$ cat src/rtl/alu_seq_if.sv
// Request/result bundle between the EX-stage control and the sequential ALU.
// The master drives the operation request; the slave returns result, HI/LO and handshake.
interface alu_seq_if #(
  parameter int WIDTH = 32
);
  localparam int SHW = $clog2(WIDTH);

  logic             valid_i;
  logic [3:0]       alu_operation_i;
  logic [WIDTH-1:0] a_i;
  logic [WIDTH-1:0] b_i;
  logic [SHW-1:0]   shamt_i;
  logic             ready_o;
  logic             done_o;
  logic [WIDTH-1:0] alu_data_o;
  logic             zero_o;
  logic             overflow_o;
  logic [WIDTH-1:0] hi_o;
  logic [WIDTH-1:0] lo_o;

  modport master (
    output valid_i, alu_operation_i, a_i, b_i, shamt_i,
    input  ready_o, done_o, alu_data_o, zero_o, overflow_o, hi_o, lo_o
  );

  modport slave (
    input  valid_i, alu_operation_i, a_i, b_i, shamt_i,
    output ready_o, done_o, alu_data_o, zero_o, overflow_o, hi_o, lo_o
  );
endinterface

$ cat src/rtl/alu_seq.sv
// Multi-cycle EX-stage ALU: single-cycle ops register on accept; MULT/DIV iterate WIDTH cycles into HI/LO.
// ready drops for the whole mul/div; requests while not ready are ignored and must be held by the requester.
module alu_seq #(
  parameter int WIDTH = 32
) (
  input  logic       clk,
  input  logic       reset,
  alu_seq_if.slave   bus
);
  localparam int SHW = $clog2(WIDTH);
  localparam logic [SHW-1:0] LAST = SHW'(WIDTH - 1);

  typedef enum logic [1:0] {IDLE, RUN, DONE} state_t;
  state_t state, state_next;

  logic [3:0]       op;
  logic [WIDTH-1:0] a, b;
  logic             ready, accept, is_muldiv;

  logic [SHW-1:0]   cnt;
  logic             op_div, neg_lo, neg_hi, div_zero;
  logic [WIDTH-1:0] mag_a, mag_b, acc_hi, acc_lo, a_save;

  logic [WIDTH-1:0] alu_data, hi, lo;
  logic             zero, overflow, done;

  assign op        = bus.alu_operation_i;
  assign a         = bus.a_i;
  assign b         = bus.b_i;
  assign is_muldiv = (op[3:2] == 2'b11);

  // ---------------- control FSM ----------------
  always_ff @(posedge clk or posedge reset) begin
    if (reset) state <= IDLE;
    else       state <= state_next;
  end

  always_comb begin
    state_next = state;
    ready      = 1'b0;
    case (state)
      IDLE: begin
        ready = 1'b1;
        if (bus.valid_i && is_muldiv) state_next = RUN;
      end
      RUN:     if (cnt == LAST) state_next = DONE;
      DONE:    state_next = IDLE;
      default: state_next = IDLE;
    endcase
  end

  assign accept = ready & bus.valid_i;

  // ---------------- single-cycle result ----------------
  logic [WIDTH-1:0] add_r, sub_r, sc_res;
  logic             sc_ovf;

  assign add_r = a + b;
  assign sub_r = a - b;

  always_comb begin
    sc_res = '0;
    sc_ovf = 1'b0;
    case (op)
      4'b0000: sc_res = a & b;
      4'b0001: begin
        sc_res = sub_r;
        sc_ovf = (a[WIDTH-1] != b[WIDTH-1]) && (sub_r[WIDTH-1] != a[WIDTH-1]);
      end
      4'b0010: sc_res = a | b;
      4'b0011: begin
        sc_res = add_r;
        sc_ovf = (a[WIDTH-1] == b[WIDTH-1]) && (add_r[WIDTH-1] != a[WIDTH-1]);
      end
      4'b0100: sc_res = {b[WIDTH/2-1:0], {(WIDTH/2){1'b0}}};
      4'b0101: sc_res = b << bus.shamt_i;
      4'b0110: sc_res = b >> bus.shamt_i;
      4'b0111: sc_res = $signed(b) >>> bus.shamt_i;
      4'b1000: sc_res = ~(a | b);
      4'b1001: sc_res = {{(WIDTH-1){1'b0}}, ($signed(a) < $signed(b))};
      4'b1010: sc_res = hi;
      4'b1011: sc_res = lo;
      default: sc_res = '0;
    endcase
  end

  // ---------------- mul/div operand preparation ----------------
  logic             a_neg, b_neg;
  logic [WIDTH-1:0] mag_a_in, mag_b_in;

  // op[0] selects the signed variants (MULT, DIV)
  assign a_neg    = op[0] & a[WIDTH-1];
  assign b_neg    = op[0] & b[WIDTH-1];
  assign mag_a_in = a_neg ? -a : a;
  assign mag_b_in = b_neg ? -b : b;

  // ---------------- one iteration ----------------
  // Multiply: shift-add with multiplicand mag_a, multiplier shifting out of acc_lo.
  // Divide: restoring, remainder in acc_hi, dividend shifting out of acc_lo, quotient shifting in.
  logic [WIDTH:0]     mul_sum, rem_sh;
  logic [WIDTH-1:0]   div_diff, step_hi, step_lo, fin_hi, fin_lo;
  logic [2*WIDTH-1:0] prod;
  logic               div_ge;

  assign mul_sum  = {1'b0, acc_hi} + (acc_lo[0] ? {1'b0, mag_a} : '0);
  assign rem_sh   = {acc_hi, acc_lo[WIDTH-1]};
  assign div_ge   = rem_sh >= {1'b0, mag_b};
  assign div_diff = rem_sh[WIDTH-1:0] - mag_b;

  always_comb begin
    step_hi = mul_sum[WIDTH:1];
    step_lo = {mul_sum[0], acc_lo[WIDTH-1:1]};
    if (op_div) begin
      step_hi = div_ge ? div_diff : rem_sh[WIDTH-1:0];
      step_lo = {acc_lo[WIDTH-2:0], div_ge};
    end
  end

  assign prod = {step_hi, step_lo};

  always_comb begin
    {fin_hi, fin_lo} = neg_lo ? -prod : prod;
    if (op_div) begin
      if (div_zero) begin
        fin_lo = '1;
        fin_hi = a_save;
      end else begin
        // Most-negative / -1 wraps naturally: magnitude 2^(W-1) negates to itself.
        fin_lo = neg_lo ? -step_lo : step_lo;
        fin_hi = neg_hi ? -step_hi : step_hi;
      end
    end
  end

  // ---------------- datapath registers ----------------
  always_ff @(posedge clk or posedge reset) begin
    if (reset) begin
      cnt      <= '0;
      op_div   <= 1'b0;
      neg_lo   <= 1'b0;
      neg_hi   <= 1'b0;
      div_zero <= 1'b0;
      mag_a    <= '0;
      mag_b    <= '0;
      acc_hi   <= '0;
      acc_lo   <= '0;
      a_save   <= '0;
      alu_data <= '0;
      hi       <= '0;
      lo       <= '0;
      zero     <= 1'b1;
      overflow <= 1'b0;
      done     <= 1'b0;
    end else begin
      done <= 1'b0;
      case (state)
        IDLE: begin
          if (accept) begin
            if (is_muldiv) begin
              cnt      <= '0;
              op_div   <= op[1];
              neg_lo   <= a_neg ^ b_neg;
              neg_hi   <= a_neg;
              div_zero <= (b == '0);
              mag_a    <= mag_a_in;
              mag_b    <= mag_b_in;
              acc_hi   <= '0;
              acc_lo   <= op[1] ? mag_a_in : mag_b_in;
              a_save   <= a;
            end else begin
              alu_data <= sc_res;
              zero     <= (sc_res == '0);
              overflow <= sc_ovf;
              done     <= 1'b1;
            end
          end
        end
        RUN: begin
          acc_hi <= step_hi;
          acc_lo <= step_lo;
          cnt    <= cnt + 1'b1;
          if (cnt == LAST) begin
            hi       <= fin_hi;
            lo       <= fin_lo;
            alu_data <= fin_lo;
            zero     <= (fin_lo == '0);
            overflow <= 1'b0;
            done     <= 1'b1;
          end
        end
        default: ;
      endcase
    end
  end

  assign bus.ready_o    = ready;
  assign bus.done_o     = done;
  assign bus.alu_data_o = alu_data;
  assign bus.zero_o     = zero;
  assign bus.overflow_o = overflow;
  assign bus.hi_o       = hi;
  assign bus.lo_o       = lo;
endmodule
$ cat src/flat_wrapper.sv
// flat-port wrapper written by rule: the top's interface ports become plain ports
module alu_seq_flat 
#(
  parameter int WIDTH = 32
)
  (clk, reset, bus_valid_i, bus_alu_operation_i, bus_a_i, bus_b_i, bus_shamt_i, bus_ready_o, bus_done_o, bus_alu_data_o, bus_zero_o, bus_overflow_o, bus_hi_o, bus_lo_o);
  alu_seq_if #(.WIDTH(WIDTH)) bus_i ();
  input  logic clk;
  input  logic reset;
  input wire logic [$bits(bus_i.valid_i)-1:0] bus_valid_i;
  input wire logic [$bits(bus_i.alu_operation_i)-1:0] bus_alu_operation_i;
  input wire logic [$bits(bus_i.a_i)-1:0] bus_a_i;
  input wire logic [$bits(bus_i.b_i)-1:0] bus_b_i;
  input wire logic [$bits(bus_i.shamt_i)-1:0] bus_shamt_i;
  output wire logic [$bits(bus_i.ready_o)-1:0] bus_ready_o;
  output wire logic [$bits(bus_i.done_o)-1:0] bus_done_o;
  output wire logic [$bits(bus_i.alu_data_o)-1:0] bus_alu_data_o;
  output wire logic [$bits(bus_i.zero_o)-1:0] bus_zero_o;
  output wire logic [$bits(bus_i.overflow_o)-1:0] bus_overflow_o;
  output wire logic [$bits(bus_i.hi_o)-1:0] bus_hi_o;
  output wire logic [$bits(bus_i.lo_o)-1:0] bus_lo_o;
  assign bus_i.valid_i = bus_valid_i;
  assign bus_i.alu_operation_i = bus_alu_operation_i;
  assign bus_i.a_i = bus_a_i;
  assign bus_i.b_i = bus_b_i;
  assign bus_i.shamt_i = bus_shamt_i;
  assign bus_ready_o = bus_i.ready_o;
  assign bus_done_o = bus_i.done_o;
  assign bus_alu_data_o = bus_i.alu_data_o;
  assign bus_zero_o = bus_i.zero_o;
  assign bus_overflow_o = bus_i.overflow_o;
  assign bus_hi_o = bus_i.hi_o;
  assign bus_lo_o = bus_i.lo_o;
  alu_seq #(.WIDTH(WIDTH)) u_core (.clk(clk), .reset(reset), .bus(bus_i));
endmodule
$ cat config.mk
export PLATFORM = sky130hd
export DESIGN_NAME = alu_seq_flat
export DESIGN_NICKNAME = d
export VERILOG_FILES = /design/src/rtl/alu_seq_if.sv /design/src/rtl/alu_seq.sv /design/src/flat_wrapper.sv
export SDC_FILE = /design/constraint.sdc
export NUM_CORES = 2
export LEC_CHECK = 0
export CORE_ASPECT_RATIO = 1.2
export CORE_MARGIN = 3
export CORE_UTILIZATION = 36
export DETAILED_ROUTE_END_ITERATION = 8
export HOLD_SLACK_MARGIN = 0.15
export SLEW_MARGIN = 20
export SYNTH_ARGS = -nofsm -noshare
export SYNTH_HDL_FRONTEND = slang
export SYNTH_SLANG_ARGS = --single-unit
export TNS_END_PERCENT = 30
$ cat constraint.sdc
create_clock -name clk -period 18.8 [get_ports clk]
set_input_delay 3.76 -clock clk [delete_from_list [all_inputs] [get_ports clk]]
set_output_delay 3.76 -clock clk [all_outputs]
set_load 0.01 [all_outputs]
Yosys cells after proc, flatten, opt, wreduce, memory -nomap -nowiden
Cells that the tools add are included.
{ "word_totals": {"input_bits": 76, "register_bits": 270, "elab_cells": 121} }
{ "classes": {"bitwise": 7, "reduce_logical": 14, "muxes": 45, "magnitude_cmp": 2, "n_addsub": 10, "eq_ne": 23, "shifts": 3} }
{ "ops": {"columns": ["operator", "count"], "rows": [
  ["two-way mux 32 bit", 20],
  ["one-hot mux 32 bit (12 select lines)", 1],
  ["one-hot mux 32 bit (2 select lines)", 3],
  ["negator 32 bit", 4],
  ["zero test 32 bit", 3],
  ["two-way mux 64 bit", 1],
  ["negator 64 bit", 1],
  ["subtractor 32 bit", 2],
  ["adder 32 x 33 -> 33 bit", 1],
  [">= comparator 33 x 32 -> 1 bit", 1],
  ["adder 32 bit", 1],
  ["bitwise AND 32 bit", 1],
  ["< comparator 32 bit", 1],
  ["NOT 32 bit", 1],
  ["OR 32 bit", 1],
  ["left shift 32 x 5 -> 32 bit", 1],
  ["right shift 32 x 5 -> 32 bit", 1],
  [">>> shifter 32 x 5 -> 32 bit", 1],
  ["equality test 4 x 3 -> 1 bit (second input constant)", 4],
  ["equality test 4 bit (second input constant)", 4],
  ["two-way mux 1 bit", 10],
  ["two-way mux 5 bit", 2],
  ["one-hot mux 5 bit (2 select lines)", 1],
  ["equality test 4 x 2 -> 1 bit (second input constant)", 2],
  ["other kinds (21)", 36]
]} }

Logic depth before layout (Yosys ltp)
{ "logic_depth": {"ltp_word": 10, "ltp_mapped": 25} }

Least setup slack after synthesis
OpenSTA, ideal clock, no wires.
{ "synth_path": {"path_kind": "input-to-reg", "startpoint": "in bus_b_i[10]", "endpoint": "reg u_core.alu_data[31], in the netlist u_core.bus.alu_data_o[31]", "required_time_ps": 18675, "stages": 16, "setup_time_ps": 125, "slack_ps": 11199, "t_arrival_ps": 7477, "path_cell_list": "clkbuf_1 inv_1 ha_1 clkbuf_1 a21o_1 or4_1 a21oi_1 nor3b_1 o22a_1 a311oi_1 o21ai_0 a41o_1 or4_1 o41ai_1 o21ai_0 mux2_2"} }
{ "synth_between": {"elab_chain_cells": 5} }
{ "synth_rtl": {"columns": ["item", "line_no", "text"], "rows": [
  ["start, declared", "flat_wrapper.sv:13", "input wire logic [$bits(bus_i.b_i)-1:0] bus_b_i;"],
  ["adder 32 bit, or another cell as far along", "alu_seq.sv:58", "assign add_r = a + b;"],
  ["one-hot mux 32 bit (12 select lines) *", "alu_seq.sv:64", "case (op)"],
  ["two-way mux 32 bit *", "alu_seq.sv:159", "if (is_muldiv) begin"],
  ["two-way mux 32 bit *", "alu_seq.sv:158", "if (accept) begin"],
  ["one-hot mux 32 bit (2 select lines) *", "alu_seq.sv:156", "case (state)"],
  ["end signal, assigned", "alu_seq.sv:171", "alu_data <= sc_res;"],
  ["end signal, assigned", "alu_seq.sv:185", "alu_data <= fin_lo;"],
  ["end, declared", "alu_seq.sv:24", "logic [WIDTH-1:0] alu_data, hi, lo;"]
]} }
Mark *: on every way between the ends. The rest lies on a longest branch, timed or not. The select of a mux whose other input is x is not followed.
A chain may end at the register's enable or synchronous reset.

Worst setup path after layout
{ "layout_path": {"startpoint": "in bus_b_i[2]", "endpoint": "reg u_core.zero, in the netlist u_core.bus.zero_o"} }
{ "layout_between": {"elab_chain_cells": 7} }
{ "layout_rtl": {"columns": ["item", "line_no", "text"], "rows": [
  ["branches (longest 2 deep; another with adder 32 bit)", null, null],
  ["one-hot mux 32 bit (12 select lines) *", "alu_seq.sv:64", null],
  ["zero test 32 bit *", "alu_seq.sv:172", "zero <= (sc_res == '0);"],
  ["two-way mux 1 bit *", "alu_seq.sv:159", null],
  ["two-way mux 1 bit *", "alu_seq.sv:158", null],
  ["one-hot mux 1 bit (2 select lines) *", "alu_seq.sv:156", null],
  ["end signal, assigned", "alu_seq.sv:172", null],
  ["end signal, assigned", "alu_seq.sv:186", "zero <= (fin_lo == '0);"],
  ["end, declared", "alu_seq.sv:25", "logic zero, overflow, done;"]
]} }
Every way passes the cells marked *. The select of a mux whose other input is x is not followed.

==> reports/results.ini <==
[floorplan]
initial_core_util_pct=36.54
die_area_mm2=0.08735
die_w_um=270.3
coreArea_mm2=0.08259
io_pins=176
std_cell_rows=115
die_h_um=323.2

[setup_path]
rr_startpoint=u_core.acc_lo[31]$_DFFE_PP0P_
startpoint=bus_b_i[2]
critPathMaxFanout=14
startpoint_type=primary input
worstRegToRegCells=19
endpoint_kind=flip-flop
r2r-end=u_core.bus.hi_o[22]$_DFFE_PP0P_
path_class=in -> reg
crit_arrival_ns=9.72
worstPathRequired_ns=19.27
rrSetupSlack_ns=12.22
crit_path_end=u_core.bus.zero_o$_DFFE_PP1P_

[pwr]
p_leak_nw=14.18
clkPwrFrac_pct=11.2
p_int_mw=2.943
p_sw_mw=3.540
power_per_cell_area_mw_per_mm2=190.5
pwr-share-comb_pct=70.0
switching_share_pct=54.61
pwr-share-seq_pct=18.8
vdd_drop_max_mv=0.1009

[yosys]
syn-cell-area_mm2=0.03018
synth-seq-cells=269
synth_edf_count=0
synth_cell_types=102
syn_avg_cell_area_um2=7.537
netlist_instances=4004
synthArstFlopShare_pct=100.0
seq_area_frac_synth_pct=22.31
synth-main-ff-cell=dfrtp_1
syn_nets=4249
synth_warnings=0

[outcome]
outcome=completed

[hold_path]
hold_class=reg -> reg

[sta]
relSlewSlack_pct=15.94
slew_viol_final=0
totalNegativeSetupSlack_ns=0
setup_viol=0
period_needed_ns=9.254
tightest_slew_ns=1.248
fin_skew_ns=0.03204
max_freq_ghz=0.1081
rsz0062_at_grt=no
hold_viol=0
fin_crit_sh_pct=49.22

[clocking]
hold_buffers=0
root_buffer=clkbuf_16
post_cts_buffers=0
cts_buffer_depth=3
h-tree-depth=2
clk_pin_slew_ns=0.06
cts_tree=built
cts_sinks=269
cts_resized=0
cts_inserted_buffers=34
clock_latency_ns=0.59

[layout]
final_nets=4236
finalNonFillerCells=5135
drive_gt1_share_pct=8.439
area_growth_pct=12.80
fillerInstances=8593

[placed_design]
gp_congestion=1.067
place_hpwl_um=129600
io_buffers=175
dpl.cell_count=5066

[drt]
wl_per_cell_um=32.04
drc=0
wl_um=164500
viasPerCell=6.402
vias=32870
drt_iter0_markers=3503
antenna_left=0
drtPass1Iterations=8

[global_routing]
grt_overflow=0
grt_pass1_wl_um=232300
grt_pass1_vias=31610
antenna_found_initial=8
grt_use_total_pct=36.52
grt_max_degree=118

[job]
cap_violations=0

worst max-delay path: stages:
cell and delay [ns]:
clkdlybuf4s50_1 0.84, inv_1 0.24, ha_1 0.42, nand2b_1 0.18, a21oi_1 0.23, o21bai_1 0.20, a211oi_1 0.75, o21ai_0 0.35
a2111oi_0 0.99, o31ai_1 0.34, or2_2 0.37, a311oi_1 0.47, and2_1 0.20, nand4_1 0.09, o41ai_1 0.30
per-layer routing:
layer | vias up | share of wire, % | global-route usage, %
met1 | 15990 | 38 | 44.48
met3 | 468 | 7.3 | 4.874
met4 | 2 | 9.3 | 27.83
met2 | 1819 | 45 | 58.99
met5 | - | 0.0055 | 0
li1 | 14600 | - | -
synthesized netlist by cell type, types with 33 or more instances:
cell type | count | area, um^2
buf_1 | 35 | 131.4
mux2i_1 | 125 | 1251
o211ai_1 | 62 | 465.5
ha_1 | 165 | 2064
nor2_1 | 336 | 1261
nand3_1 | 58 | 290.3
nor3_1 | 74 | 370.4
mux4_2 | 49 | 1104
inv_1 | 170 | 638.1
o31ai_1 | 47 | 352.8
a21o_1 | 62 | 465.5
o21ai_0 | 382 | 1912
nand2_1 | 527 | 1978
a21oi_1 | 294 | 1471
and2_1 | 64 | 400.4
xnor2_1 | 151 | 1323
a31oi_1 | 58 | 362.9
xor2_1 | 44 | 385.4
nand4_1 | 43 | 269.0
mux2_2 | 49 | 551.8
clkbuf_1 | 240 | 900.9
dfrtp_1 | 268 | 6706
a211oi_1 | 66 | 495.5
nor4_1 | 33 | 206.5
layout by cell type, fill, tap and decap left out, types with 27 or more instances in the layout:
| master | n |
|---|---|
| a211oi_1 | 66 |
| ha_1 | 165 |
| and2_1 | 64 |
| clkbuf_16 | 34 |
| o21bai_1 | 27 |
| o31ai_1 | 47 |
| nand2b_1 | 28 |
| inv_1 | 169 |
| clkdlybuf4s50_1 | 167 |
| o221ai_1 | 28 |
| o211ai_1 | 62 |
| nand3_1 | 58 |
| a22oi_1 | 28 |
| xor2_1 | 44 |
| nand2_1 | 525 |
| a31oi_1 | 58 |
| nor2_1 | 334 |
| mux2i_1 | 125 |
| buf_4 | 89 |
| or3_1 | 30 |
| xnor2_1 | 151 |
| and3_1 | 31 |
| a21oi_1 | 294 |
| o21ai_0 | 382 |
| nand4_1 | 43 |
| a21o_1 | 61 |
| dfrtp_1 | 266 |
| mux4_2 | 49 |
| mux2_2 | 49 |
| nor3_1 | 69 |
| nor4_1 | 30 |
power by group through the flow:
stage	registers [mW]	logic, mW	clock network, mW
after floorplan	1.06	3.00	0
after global placement	1.21	4.41	0
after detailed placement	1.21	4.41	0
after CTS	1.20	4.44	0.739
after global routing	1.23	4.87	0.760
final	1.22	4.54	0.728
flip-flops by register name, summed over array words and instances (netlist names):
| name | flops |
|---|---|
| u_core.a_save | 32 |
| u_core.acc_hi | 32 |
| u_core.acc_lo | 32 |
| u_core.bus.alu_data_o | 32 |
| u_core.bus.hi_o | 32 |
| u_core.bus.lo_o | 32 |
| u_core.mag_b | 32 |
| u_core.mag_a | 31 |
| u_core.cnt | 5 |
| u_core.state | 2 |
| u_core.bus.done_o | 1 |
| u_core.bus.overflow_o | 1 |
| u_core.bus.zero_o | 1 |
| u_core.div_zero | 1 |
| u_core.neg_hi | 1 |
| u_core.neg_lo | 1 |
| u_core.op_div | 1 |
how the worst min path moves through the flow:
stage	slack [ns]	endpoint	cells past startpoint	from
6_report	0.47	u_core.mag_a[28]$_DFFE_PP0P_	2	u_core.mag_a[28]$_DFFE_PP0P_
5_1_grt	0.50	u_core.mag_a[28]$_DFFE_PP0P_	2	u_core.mag_a[28]$_DFFE_PP0P_
4_1_cts	0.48	u_core.a_save[28]$_DFFE_PP0P_	2	u_core.a_save[28]$_DFFE_PP0P_
3_5_place_dp	0.46	u_core.mag_a[28]$_DFFE_PP0P_	2	u_core.mag_a[28]$_DFFE_PP0P_
3_3_place_gp	0.45	u_core.a_save[31]$_DFFE_PP0P_	2	u_core.a_save[31]$_DFFE_PP0P_
2_1_floorplan	0.44	u_core.mag_a[28]$_DFFE_PP0P_	2	u_core.mag_a[28]$_DFFE_PP0P_
area by class of cell:
| class | count | area (um^2) | area share (%) |
|---|---|---|---|
| antenna | 7 | 17.52 | 0.05146 |
| clock buffer | 41 | 907.1 | 2.665 |
| clock inverter | 21 | 310.3 | 0.9116 |
| inverter | 178 | 675.6 | 1.985 |
| multi-input combinational | 3245 | 21620 | 63.53 |
| sequential | 269 | 6738 | 19.79 |
| tap | 1111 | 1390 | 4.084 |
| timing repair buffer | 263 | 2375 | 6.977 |
kinds of logic (layout without fill, tap and decap cells):
family,Yosys count,after routing,synth area share (%)
compound gates,1333,1333,28.73
xor+xnor,195,195,5.660
fa+ha+maj,169,169,7.107
buf+inv,490,503,6.327
flops,269,269,22.31
mux,223,223,9.632
other cells,0,7,0
simple gates,1325,1325,20.23
stage by stage:
step / hold slack, ns / cell area (um^2) / worst slack (ns) / util [%] / power (mW)
after CTS: 0.4756 / 34020 / 9.789 / 41.19 / 6.387
after detailed placement: 0.4605 / 32800 / 9.211 / 39.72 / 5.615
final: 0.4712 / 34040 / 9.546 / 41.21 / 6.483
after floorplan: 0.4374 / 30180 / 7.631 / - / 4.059
after global routing: 0.5021 / 34020 / 9.395 / 41.19 / 6.868
after global placement: 0.4548 / 32800 / 9.244 / 39.72 / 5.618
No activity file was read; power rests on OpenSTA's default activity.
